`src/rtl/wave_controller.sv`:
```
// Game-level sequencer around alien_group: score, lives, wave number and alien speed.
// Optional HISCORE_EN adds a high-score register updated on entry to GAME_OVER.
module wave_controller #(
  parameter int unsigned TOTAL_ALIENS   = 32,
  parameter int unsigned BASE_SPEED     = 1,
  parameter int unsigned MAX_SPEED      = 8,
  parameter int unsigned POINTS_PER_HIT = 10,
  parameter int unsigned START_LIVES    = 3,
  parameter int unsigned CLEAR_FRAMES   = 120,
  parameter int unsigned RESPAWN_FRAMES = 60,
  parameter int unsigned SCORE_W        = 16
) (
  input  logic                                 pixel_clk,
  input  logic                                 rst_n,
  input  logic                                 fsync,
  input  logic                                 start_btn,
  input  logic                                 alien_hit,
  input  logic [$clog2(TOTAL_ALIENS+1)-1:0]    aliens_remaining,
  input  logic                                 player_hit,
  input  logic                                 aliens_landed,
  output logic [7:0]                           speed,
  output logic                                 group_rst,
  output logic                                 play_active,
  output logic [7:0]                           wave_num,
  output logic [SCORE_W-1:0]                   score,
  output logic [3:0]                           lives,
  output logic                                 game_over,
  output logic [2:0]                           state
`ifdef HISCORE_EN
  ,
  output logic [SCORE_W-1:0]                   hiscore
`endif
);

  localparam int unsigned REM_W   = $clog2(TOTAL_ALIENS + 1);
  localparam int unsigned MAX_FR  = (CLEAR_FRAMES > RESPAWN_FRAMES) ? CLEAR_FRAMES : RESPAWN_FRAMES;
  localparam int unsigned CNT_W   = $clog2(MAX_FR + 1);

  typedef enum logic [2:0] {
    S_IDLE       = 3'd0,
    S_WAVE_START = 3'd1,
    S_PLAY       = 3'd2,
    S_RESPAWN    = 3'd3,
    S_WAVE_CLEAR = 3'd4,
    S_GAME_OVER  = 3'd5
  } state_e;

  state_e               state_q, state_d;
  logic [7:0]           speed_q, speed_d;
  logic [7:0]           wave_num_q, wave_num_d;
  logic [SCORE_W-1:0]   score_q, score_d;
  logic [3:0]           lives_q, lives_d;
  logic [CNT_W-1:0]     cnt_q, cnt_d;
  logic                 group_rst_q, play_active_q, game_over_q;
  logic                 start_q, hit_q, phit_q;

  logic                 start_rise, hit_rise, phit_rise;
  logic [SCORE_W:0]     score_sum;
  logic [1:0]           boost;
  logic [8:0]           raw_speed;
  logic [7:0]           speed_calc;

  assign start_rise = start_btn  & ~start_q;
  assign hit_rise   = alien_hit  & ~hit_q;
  assign phit_rise  = player_hit & ~phit_q;

  // Speed candidate for the current wave and alien count; 9 bits so the sum cannot wrap.
  always_comb begin
    boost = 2'd0;
    if (32'(aliens_remaining) <= TOTAL_ALIENS / 4)      boost = 2'd2;
    else if (32'(aliens_remaining) <= TOTAL_ALIENS / 2) boost = 2'd1;
    raw_speed = 9'(BASE_SPEED) + 9'(wave_num_q) - 9'd1 + 9'(boost);
    if (aliens_remaining == REM_W'(1)) raw_speed = 9'(MAX_SPEED);
    speed_calc = (raw_speed > 9'(MAX_SPEED)) ? 8'(MAX_SPEED) : raw_speed[7:0];
  end

  assign score_sum = {1'b0, score_q} + (SCORE_W+1)'(POINTS_PER_HIT);

  always_comb begin
    state_d    = state_q;
    wave_num_d = wave_num_q;
    score_d    = score_q;
    lives_d    = lives_q;
    cnt_d      = cnt_q;
    speed_d    = speed_q;

    case (state_q)
      S_IDLE, S_GAME_OVER: begin
        if (start_rise) begin
          state_d    = S_WAVE_START;
          wave_num_d = 8'd1;
          score_d    = '0;
          lives_d    = 4'(START_LIVES);
        end
      end
      S_WAVE_START: begin
        if (fsync) state_d = S_PLAY;
      end
      S_PLAY: begin
        if (aliens_landed) begin
          lives_d = 4'd0;
          state_d = S_GAME_OVER;
        end else if (phit_rise) begin
          lives_d = lives_q - 4'd1;
          state_d = (lives_q == 4'd1) ? S_GAME_OVER : S_RESPAWN;
        end else if (fsync && aliens_remaining == REM_W'(0)) begin
          state_d = S_WAVE_CLEAR;
        end
      end
      S_RESPAWN: begin
        if (fsync && cnt_q == CNT_W'(RESPAWN_FRAMES - 1)) state_d = S_PLAY;
      end
      S_WAVE_CLEAR: begin
        if (fsync && cnt_q == CNT_W'(CLEAR_FRAMES - 1)) begin
          state_d    = S_WAVE_START;
          wave_num_d = (wave_num_q == 8'hFF) ? 8'hFF : wave_num_q + 8'd1;
        end
      end
      default: state_d = S_IDLE;
    endcase

    // Hits landing on a PLAY exit cycle still score.
    if (hit_rise && (state_q inside {S_PLAY, S_RESPAWN, S_WAVE_CLEAR}))
      score_d = score_sum[SCORE_W] ? '1 : score_sum[SCORE_W-1:0];

    if (state_d != state_q) cnt_d = '0;
    else if (fsync)         cnt_d = cnt_q + CNT_W'(1);

    if (state_d != S_PLAY)                 speed_d = 8'd0;
    else if (state_q == S_PLAY && fsync)   speed_d = speed_calc;
  end

  always_ff @(posedge pixel_clk or negedge rst_n) begin
    if (!rst_n) begin
      state_q       <= S_IDLE;
      speed_q       <= 8'd0;
      wave_num_q    <= 8'd0;
      score_q       <= '0;
      lives_q       <= 4'd0;
      cnt_q         <= '0;
      group_rst_q   <= 1'b1;
      play_active_q <= 1'b0;
      game_over_q   <= 1'b0;
      start_q       <= 1'b0;
      hit_q         <= 1'b0;
      phit_q        <= 1'b0;
    end else begin
      state_q       <= state_d;
      speed_q       <= speed_d;
      wave_num_q    <= wave_num_d;
      score_q       <= score_d;
      lives_q       <= lives_d;
      cnt_q         <= cnt_d;
      group_rst_q   <= (state_d == S_IDLE) || (state_d == S_WAVE_START);
      play_active_q <= (state_d == S_PLAY);
      game_over_q   <= (state_d == S_GAME_OVER);
      start_q       <= start_btn;
      hit_q         <= alien_hit;
      phit_q        <= player_hit;
    end
  end

`ifdef HISCORE_EN
  logic [SCORE_W-1:0] hiscore_q;

  always_ff @(posedge pixel_clk or negedge rst_n) begin
    if (!rst_n) begin
      hiscore_q <= '0;
    end else if (state_d == S_GAME_OVER && state_q != S_GAME_OVER && score_d > hiscore_q) begin
      hiscore_q <= score_d;
    end
  end

  assign hiscore = hiscore_q;
`endif

  assign speed       = speed_q;
  assign group_rst   = group_rst_q;
  assign play_active = play_active_q;
  assign wave_num    = wave_num_q;
  assign score       = score_q;
  assign lives       = lives_q;
  assign game_over   = game_over_q;
  assign state       = state_q;

endmodule

```
`config.mk`:
```
export PLATFORM = sky130hd
export DESIGN_NAME = wave_controller
export DESIGN_NICKNAME = d
export VERILOG_FILES = /design/src/rtl/wave_controller.sv
export SDC_FILE = /design/constraint.sdc
export NUM_CORES = 1
export LEC_CHECK = 0
export BUFFER_PORTS_ARGS = -buffer_cell sky130_fd_sc_hd__clkbuf_2
export CORE_ASPECT_RATIO = 1.75
export CORE_MARGIN = 3
export CORE_UTILIZATION = 55
export DETAILED_ROUTE_END_ITERATION = 6
export PLACE_DENSITY = 0.79
export REMOVE_ABC_BUFFERS = 1
export SLEW_MARGIN = 10
export SYNTH_ARGS = -nofsm -noshare
export SYNTH_HDL_FRONTEND = slang
export SYNTH_SLANG_ARGS = --single-unit
export TNS_END_PERCENT = 30
```
`constraint.sdc`:
```
create_clock -name pixel_clk -period 7.2 [get_ports pixel_clk]
set_clock_uncertainty 0.15 [all_clocks]
set_input_delay 0.36 -clock pixel_clk [delete_from_list [all_inputs] [get_ports pixel_clk]]
set_output_delay 0.36 -clock pixel_clk [all_outputs]
set_load 0.01 [all_outputs]
```
**Word-level counts from Yosys, hierarchy flattened**

Cells that the tools add are included.
Widths: inputs -> output; s select.

- Register bits: 52
- Input port bits: 13
- Output and inout bits: 42
- Logic and storage cells: 95

- Add/subtract/negate cells: 7
- $lt $le $gt $ge: 3
- Equality and inequality tests: 18
- Muxes and demuxes: 29
- Bitwise operators: 6
- Reductions and logical operators: 20

Operators with widths:

| operator | count |
|---|---|
| $mux 16 | 4 |
| $mux 8 | 6 |
| $mux 3 | 8 |
| $add 16x4->17 const B | 1 |
| $pmux 8 s2 | 1 |
| $pmux 3 s5 | 1 |
| $mux 7 | 2 |
| $mux 4 | 3 |
| $reduce_bool 2->1 | 6 |
| $add 1x8->9 const A | 1 |
| $add 9x2->9 | 1 |
| $eq 3x2->1 const B | 3 |
| $eq 3x3->1 const B | 3 |
| $gt 9x4->1 const B | 1 |
| $mux 9 | 1 |
| $sub 9x1->9 const B | 1 |
| $add 8x1->8 const B | 1 |
| $eq 8x8->1 const B | 1 |
| $pmux 4 s2 | 1 |
| $add 7x1->7 const B | 1 |
| $eq 7x6->1 const B | 1 |
| $eq 7x7->1 const B | 1 |
| $eq 3x1->1 const B | 2 |
| $eq 6x1->1 const B | 1 |
| 20 further kinds | 31 |

**Depth between registers and ports, before layout**

Gate-level depths: netlist of the first run.

- Word-level depth: 9
- Depth in mapped cells: 12
- Mapped depth without buffers: 12

**Least setup slack after synthesis of the first run**

OpenSTA, ideal clock, no wires.

- Kind: input to register
- Start: input port aliens_remaining[1]
- End: register speed_q[3], in the netlist speed[3]
- Arrival: 2.657 ns
- Data required time: 6.930 ns
- Slack: 4.273 ns
- Cell stages on the path: 11
- Buffers on the path: 0
- Cells stage by stage: nor3_1 nand3b_1 a21oi_1 ha_1 inv_1 fa_1 or3b_2 o32ai_1 mux2_2 nand4_1 and3_1

- Cells in the longest elaborated chain, start to end: 9
- Elaborated cells between the ends (all ways): 19
- Classes of those cells: 1 x add/sub; 3 x order compare; 2 x eq/ne; 10 x mux; 3 x reduce/logical

RTL lines:

| item | RTL line | RTL |
|---|---|---|
| start: declaration | 18 | `input logic [$clog2(TOTAL_ALIENS+1)-1:0] aliens_remaining,` |
| $le 6x5->1 | 71 | `else if (32'(aliens_remaining) <= TOTAL_ALIENS / 2) boost = 2'd1;` |
| $mux 1 | 71 |  |
| $mux 2 | 70 | `if (32'(aliens_remaining) <= TOTAL_ALIENS / 4) boost = 2'd2;` |
| $add 9x2->9 | 72 | `raw_speed = 9'(BASE_SPEED) + 9'(wave_num_q) - 9'd1 + 9'(boost);` |
| $mux 9 | 73 | `if (aliens_remaining == REM_W'(1)) raw_speed = 9'(MAX_SPEED);` |
| $gt 9x4->1 | 74 | `speed_calc = (raw_speed > 9'(MAX_SPEED)) ? 8'(MAX_SPEED) : raw_speed[7:0];` |
| $mux 8 | 74 |  |
| $mux 8 | 130 | `else if (state_q == S_PLAY && fsync) speed_d = speed_calc;` |
| $mux 8 | 129 | `if (state_d != S_PLAY) speed_d = 8'd0;` |
| end signal: assignment | 149 | `speed_q <= speed_d;` |
| end: declaration | 49 | `logic [7:0] speed_q, speed_d;` |

Several ways; a longest one is shown, not always the timed one. The select of a mux whose other input is x is not followed.
A chain may end at the register's enable or synchronous reset.

**Final worst setup path of the first run**

Same ends and word-level chain as after synthesis.

==> reports/metrics.sh, run 1 <==
FINAL_LAYOUT_SIZE_SUFFIX_GT1_SHARE_PCT=20.2
CTS_TREE='built'
DESIGN_AREA_UM2=3430
SETUP-TNS-FINAL_PS=0
DRC_ERRORS=0
FP-ROW-COUNT=35
CLK-INSERTION-DELAY-LATE_PS=310
WL_MET1_UM=2780
LARGEST_DELAY_CONTRIBUTOR_FAMILY_ON_THE_CRITICAL_PATH='simple AND/OR/NAND/NOR gates'
REPORT.FINAL.SETUP_VIOL=0
CLOCKBUFFERDEPTH=2
ANTENNA-DIODE-COUNT=0
REGTOREGSETUPSLACK_PS=4550
WORSTPATHREQUIRED_PS=7270
NUMCTSBUFFERS=5
CTS.SINK_COUNT=52
STATIC-LEAKAGE-POWER_nW=1.50
PERIOD_SHARE_PCT=41.0
FIRST_PASS_ITERS=5
GRT_PASS1_VIAS=2684
CELL_COUNT_AFTER_SYNTHESIS=324
HOLD_BUFFERS=0
CAP_VIOL_MAX_COUNT=0
WORST_SETUP_PATH_START_KIND='input pin'
GRT_UTIL_ALL_LAYERS_PCT=24.3
MIN_PATH_TYPE='input pin to asynchronous set/reset pin'
PLACED_CELL_AREA_UM2=3330
FLOORPLAN.DIE_AREA_UM2=6440
WORSTMARGINPINSLEW_PS=1130
CTS_RESIZED=0
POWER.DENSITY_CELL_AREA_nW_PER_UM2=226
FINAL_NETS=397
DRT_FIRST_ITER_VIOLATIONS=197
HOLD_VIOL=4
SYNTH_CELL_TYPES=62
SYN-MEAN-INSTANCE-AREA_UM2=9.30
SETUP.WORST_PATH.END_CLASS='flop'
SLEW_HEADROOM_PCT=24.4
CORE_AREA_UM2=5300
MULTI_INPUT_COMB_AREA_UM2=1610
GRT_SETUP_UNREPAIRED='false'
CTS_SETUP_BUFFERS=0
DIEHEIGHT_UM=104
N_FILL_CELL=471
REG2REG_FROM='wave_num[0]'
DRT.ANTENNA.VIOLATING_NETS=0
DR.MAX_LAYER_USED='met4'
WORST_HOLD_MARGIN_PS=-6.17
AREA.GROWTH.SYNTH_TO_FINAL_PCT=13.7
SETUP_SLACK_PS=4250
INITIAL_CORE_UTIL_PCT=56.9
FINALWEIGHTEDCONGESTION=0.883
REG2REG_DEPTH=8
SHARE_OF_SYNTHESIZED_REGISTERS_CARRYING_AN_ASYNC_SET_OR_RESET_PCT=100
MET2ROUTEDLENGTH_UM=3850
COUNT_OF_FLIP_FLOPS_WITH_A_BUILT_IN_ENABLE_AFTER_SYNTHESIS=0
CELLS_ALONG_THE_CRITICAL_PATH='clkbuf_2 -> nor3_1 -> nand3b_1 -> a21oi_1 -> ha_1 -> inv_1 -> fa_1 -> nand3b_1 -> or4_1 -> o311ai_1 -> nand4_1 -> and3_1'
MAX_FREQ_GHz=0.339
POST_DRT_VIA_CELL_RATIO=6.07
SYNTH_SEQ_CELLS=52
TIMING_WORST_SETUP_PATH_TYPE='input pin to flop'
FLOORPLAN.DIE.WIDTH_UM=62.0
NETLIST_AREA_UM2=3010
MAXIMUM_NUMBER_OF_PINS_ON_ONE_NET_BEFORE_GLOBAL_ROUTE_REPAIR=53
DRT-WIRELENGTH-PER-CELL_UM=15.9
TIMING.FINAL.MAX_SLEW_VIOLATIONS=0
CPMOSTUSEDCELL='nand3b_1'
CRIT_FANOUT=5
TIMING.RR.END='speed[3]'
GRT_FIRST_PASS_WIRELENGTH_UM=12200
SEQUENTIAL_CELL_AREA_UM2=1300
CLOCK_TREE.HTREE_LEVEL_COUNT=2
LAYOUT_MIN_CYCLE_TIME_PS=2950
IO-PIN-COUNT=55
CPMAXSTAGEDELAYCELL='or4_1'
SYNTH.YOSYS.SEQ_AREA_SHARE_PCT=43.2
TIMING.CRITICAL_PATH.BUF_INV=2
DETAILEDPLACEMENTHPWL_UM=5320
TIMING.CRITICAL_PATH.SLOWEST_CELL_DELAY_PS=430
MAX-VDD-IR-DROP_uV=123
GRT_OVERFLOW=0
ROUTED-WL-MET3_UM=342
CTSROOTBUFFERMASTER='clkbuf_8'
IO_BUFFERS=54
WORST-ENDPOINT-ARRIVAL_PS=3020
DETAIL_ROUTE.WIRELENGTH_UM=7180
STATUS='finished, violations left'
SYNTHESIS.YOSYS.WARNINGS=0
CTS.CLK_SLEW.WORST_PATHS_PS=100
SYNTH_FF_TYPE='dfrtp_1'
VIA_COUNT=2736
PLACE_WS_PS=3940
GRT_ANTENNA_BEFORE_REPAIR=0
VIOLATIONS='hold timing'
## power breakdown
part           leakage [nW]  total [mW]  internal [mW]  switching (mW)
clock network        0.0404       0.171         0.0690           0.102
registers             0.695       0.375          0.323          0.0519
logic                 0.767       0.227         0.0920           0.135
## cells by family after synthesis
group,after synthesis,synth area share [%]
and+or+nand+nor,134,24.5
muxes,5,1.78
DFF,52,43.2
xor gates and xnor gates,8,2.32
AOI/OAI and AO/OA,93,21.2
buffers and inverters,24,3.40
adders and majority gates,8,3.57
## Yosys cell counts, types with 4 or more instances
cell type / number / area share [%]
and3_1: 6 / 1.2
nand4_1: 9 / 1.9
nand2b_1: 12 / 2.5
a211oi_1: 12 / 3.0
clkbuf_1: 5 / 0.62
buf_2: 4 / 0.66
inv_1: 14 / 1.7
nor3_1: 13 / 2.2
nand3_1: 8 / 1.3
ha_1: 7 / 2.9
a21oi_1: 16 / 2.7
dfrtp_1: 51 / 42
nor2b_1: 8 / 1.7
or3_1: 5 / 1.0
and2_1: 4 / 0.83
a31oi_1: 7 / 1.5
xor2_1: 4 / 1.2
nand2_1: 23 / 2.9
nor2_1: 25 / 3.1
xnor2_1: 4 / 1.2
o21ai_0: 22 / 3.7
## per-stage QoR
step / power (mW) / instances / utilization, %
2_1_floorplan: 0.520 / 314 / -
3_3_place_gp: 0.599 / 443 / 62.9
3_5_place_dp: 0.607 / 443 / 62.9
4_1_cts: 0.777 / 451 / 64.7
5_1_grt: 0.825 / 451 / 64.7
6_report: 0.773 / 451 / 64.7
## area by class of cell
cell class | instances | area share, %
Multi-Input combinational cell | 248 | 47.0
Sequential cell | 52 | 38.0
Clock inverter | 3 | 0.694
Timing Repair Buffer | 55 | 8.11
Clock buffer | 5 | 2.01
Inverter | 14 | 1.53
Tap cell | 74 | 2.70
## how the worst max path moves through the flow
stage	startpoint	endpoint	slack, ps	depth (start not counted)
after floorplan	aliens_remaining[1]	speed[3]	4270	11
after global placement	aliens_remaining[1]	speed[3]	4040	12
after detailed placement	aliens_remaining[1]	speed[3]	3940	12
after CTS	aliens_remaining[1]	speed[3]	4280	12
after global routing	aliens_remaining[1]	speed[0]	4040	12
final	aliens_remaining[1]	speed[3]	4250	12
## worst reg2reg max path, cell delays in order, from the launching register on
cell and delay, ps:
dfrtp_1 470, ha_1 250, inv_1 70, fa_1 420, nand3b_1 250, or4_1 430, o311ai_1 170, nand4_1 140
and3_1 190
## layer usage
metal | GRT usage (%) | up-vias
met4 | 10.6 | 0
met1 | 29.2 | 1312
li1 | - | 1307
met3 | 4.47 | 20
met2 | 40.4 | 97
met5 | 0 | -
## layout by cell type (no fill, tap or decap), types with 4 or more instances in the layout
master | synthesis | layout
or3_1 | 5 | 5
inv_1 | 14 | 14
nand4_1 | 9 | 9
dfrtp_1 | 51 | 51
nand2_1 | 23 | 23
clkbuf_8 | 0 | 5
nor3_1 | 13 | 13
ha_1 | 7 | 7
clkbuf_2 | 0 | 54
nand3_1 | 8 | 8
nand2b_1 | 12 | 12
xnor2_1 | 4 | 4
nor2b_1 | 8 | 8
a21oi_1 | 16 | 16
o21ai_0 | 22 | 22
a31oi_1 | 7 | 7
xor2_1 | 4 | 4
and2_1 | 4 | 4
nor2_1 | 25 | 25
and3_1 | 6 | 6
a211oi_1 | 12 | 12
## flip-flops by register name (all words and copies together), names as in the netlist, 3 cells and up
signal / count
cnt_q: 7
lives: 4
score: 16
speed: 8
state: 3
wave_num: 8
No activity file was read; power rests on OpenSTA's default activity.
==> inputs of run 2 (changes only) <==
- clock period: 7.2 -> 2.9 ns (I/O delays scaled with it)
==> run 2 against run 1 <==
Effect of this change:
- worst hold slack improved by 93 ps
- highest routed layer unchanged
- critical endpoint unchanged
- die area unchanged
- setup slack got worse by 3900 ps
- the run now ends clean
==> reports/metrics.sh, run 2 (synthesis results as in run 1) <==
STATUS='complete, no violations'
WORST-ENDPOINT-ARRIVAL_PS=2640
SLEW_HEADROOM_PCT=46.6
CTS_TREE='built'
TIMING.CRITICAL_PATH.BUF_INV=1
WORSTPATHREQUIRED_PS=2970
FINALWEIGHTEDCONGESTION=0.916
GRT_UTIL_ALL_LAYERS_PCT=24.2
POWER.DENSITY_CELL_AREA_nW_PER_UM2=568
STATIC-LEAKAGE-POWER_nW=1.57
LAYOUT_COMMON_CELLS='clkbuf_2 (54), dfrtp_1 (51), nor2_1 (25)'
DRC_ERRORS=0
GRT_SETUP_UNREPAIRED='false'
GRT_FIRST_PASS_WIRELENGTH_UM=12200
CP_NUM_CELLS=8
GRT_OVERFLOW=0
CLOCK_TREE.HTREE_LEVEL_COUNT=2
WORSTMARGINPINSLEW_PS=797
CLOCKBUFFERDEPTH=2
CORE_AREA_UM2=5300
FIRST_PASS_ITERS=5
MAX_FREQ_GHz=0.388
INITIAL_CORE_UTIL_PCT=56.9
REPORT.POWER.TOTAL_mW=2.01
CTS_RESIZED=0
MOSTFREQUENTLAYOUTCELL='clkbuf_2'
TIMING.RR.END='speed[3]'
CTSROOTBUFFERMASTER='clkbuf_8'
CTS.CLK_SLEW.WORST_PATHS_PS=110
REG2REG_FROM='wave_num[0]'
MAX-VDD-IR-DROP_uV=456
GRT_PASS1_VIAS=2706
DETAILEDPLACEMENTHPWL_UM=5450
GRT_ANTENNA_BEFORE_REPAIR=0
CRIT_FANOUT=7
TIMING_WORST_SETUP_PATH_TYPE='flop to flop'
REG2REG_DEPTH=8
LARGEST_REGISTER_FFS=16
DIEHEIGHT_UM=104
DRT-WIRELENGTH-PER-CELL_UM=15.7
LARGEST_DELAY_CONTRIBUTOR_FAMILY_ON_THE_CRITICAL_PATH='adder cells'
CTS_SETUP_BUFFERS=0
VIA_COUNT=2785
FINAL_LAYOUT_SIZE_SUFFIX_GT1_SHARE_PCT=21.4
CELLS_ALONG_THE_CRITICAL_PATH='ha_1 -> inv_1 -> fa_1 -> or3b_2 -> o32ai_1 -> mux2_2 -> nand4_1 -> and3_1'
WORST_SETUP_PATH_START_KIND='flop'
WORSTSETUPSTARTPOINT='wave_num[0]'
REPORT.FINAL.SETUP_VIOL=0
FLOORPLAN.DIE.WIDTH_UM=62.0
DETAIL_ROUTE.WIRELENGTH_UM=7240
FLOORPLAN.DIE_AREA_UM2=6440
LAYOUT_MIN_CYCLE_TIME_PS=2580
PERIOD_SHARE_PCT=88.9
ANTENNA-DIODE-COUNT=0
IO_BUFFERS=54
FP-ROW-COUNT=35
NUMCTSBUFFERS=5
SETUP.WORST_PATH.END_CLASS='flop'
TIMING.CRITICAL_PATH.SLOWEST_CELL_DELAY_PS=500
MAXIMUM_NUMBER_OF_PINS_ON_ONE_NET_BEFORE_GLOBAL_ROUTE_REPAIR=35
FINAL_NETS=408
IO-PIN-COUNT=55
HOLD_VIOL=0
AREA.GROWTH.SYNTH_TO_FINAL_PCT=17.6
POST_DRT_VIA_CELL_RATIO=6.03
DRT_FIRST_ITER_VIOLATIONS=147
CRITICAL_PATH.ENDPOINT='speed[3]'
CAP_VIOL_MAX_COUNT=0
WORST_HOLD_MARGIN_PS=87.2
CLK-INSERTION-DELAY-LATE_PS=310
CTS.SINK_COUNT=52
MIN_PATH_TYPE='input pin to flop'
CPMAXSTAGEDELAYCELL='fa_1'
REGTOREGSETUPSLACK_PS=320
HOLD_BUFFERS=4
DRT.ANTENNA.VIOLATING_NETS=0
TIMING.FINAL.MAX_SLEW_VIOLATIONS=0
N_FILL_CELL=451
run 2: changes by cell type in the layout (fill, tap and decap cells not counted):
cell / delta
clkinv_4: +1
dlygate4sd3_1: +4
bufinv_16: +1
buf_4: +7
clkinvlp_4: -2
run 2: area by class of cell:
class	instances	area [µm²]	area share (%)
multi-input cells	248	1610	45.4
flip-flops and latches	52	1300	36.8
repair buffers	66	370	10.5
well taps	74	92.6	2.61
clock buffers	5	68.8	1.94
inverters	14	52.6	1.48
clock inverters	3	47.5	1.34
run 2: worst min-delay path by stage:
stage / start / endpoint / slack (ps) / cells past startpoint
2_1_floorplan: rst_n / cnt_q[0] / -300 / 0
3_3_place_gp: rst_n / play_active / -50 / 1
3_5_place_dp: rst_n / speed[3] / -30 / 1
4_1_cts: aliens_landed / lives[3] / 90 / 3
5_1_grt: aliens_landed / lives[3] / 130 / 3
6_report: aliens_landed / lives[3] / 90 / 3
run 2: stage by stage:
step                std cells  TNS [ps]  setup slack [ps]  instance area [µm²]  util [%]
floorplan                 314         0               188                 2960         -
global placement          450         0              27.6                 3390      63.9
detailed placement        450     -2.67             -2.67                 3390      63.9
CTS                       462         0               308                 3540      66.9
global route              462         0               175                 3540      66.9
finish                    462         0               323                 3540      66.9
run 2: worst register-to-register path: cells and delay by family, from the launching register on:
| kind | cells | cell delay, ps |
|---|---|---|
| adders and majority gates | 2 | 750 |
| AOI/OAI and AO/OA | 1 | 110 |
| muxes | 1 | 230 |
| DFF | 1 | 470 |
| and+or+nand+nor | 3 | 730 |
| buffers and inverters | 1 | 70 |
run 2: metal layers:
layer,GRT usage [%],vias up,share of wire [%],wire length (µm)
li1,-,1329,-,-
met2,41.6,98,54,3880
met5,0,-,0,0
met1,29.0,1341,40,2870
met3,3.23,17,4.5,322
met4,9.41,0,2.2,157
run 2: report_power, final:
group          switching (mW)  total [mW]  internal, mW  leakage (nW)
Combinational           0.333       0.573         0.239         0.819
Clock                   0.247       0.507         0.260        0.0583
Sequential              0.130       0.933         0.803         0.695
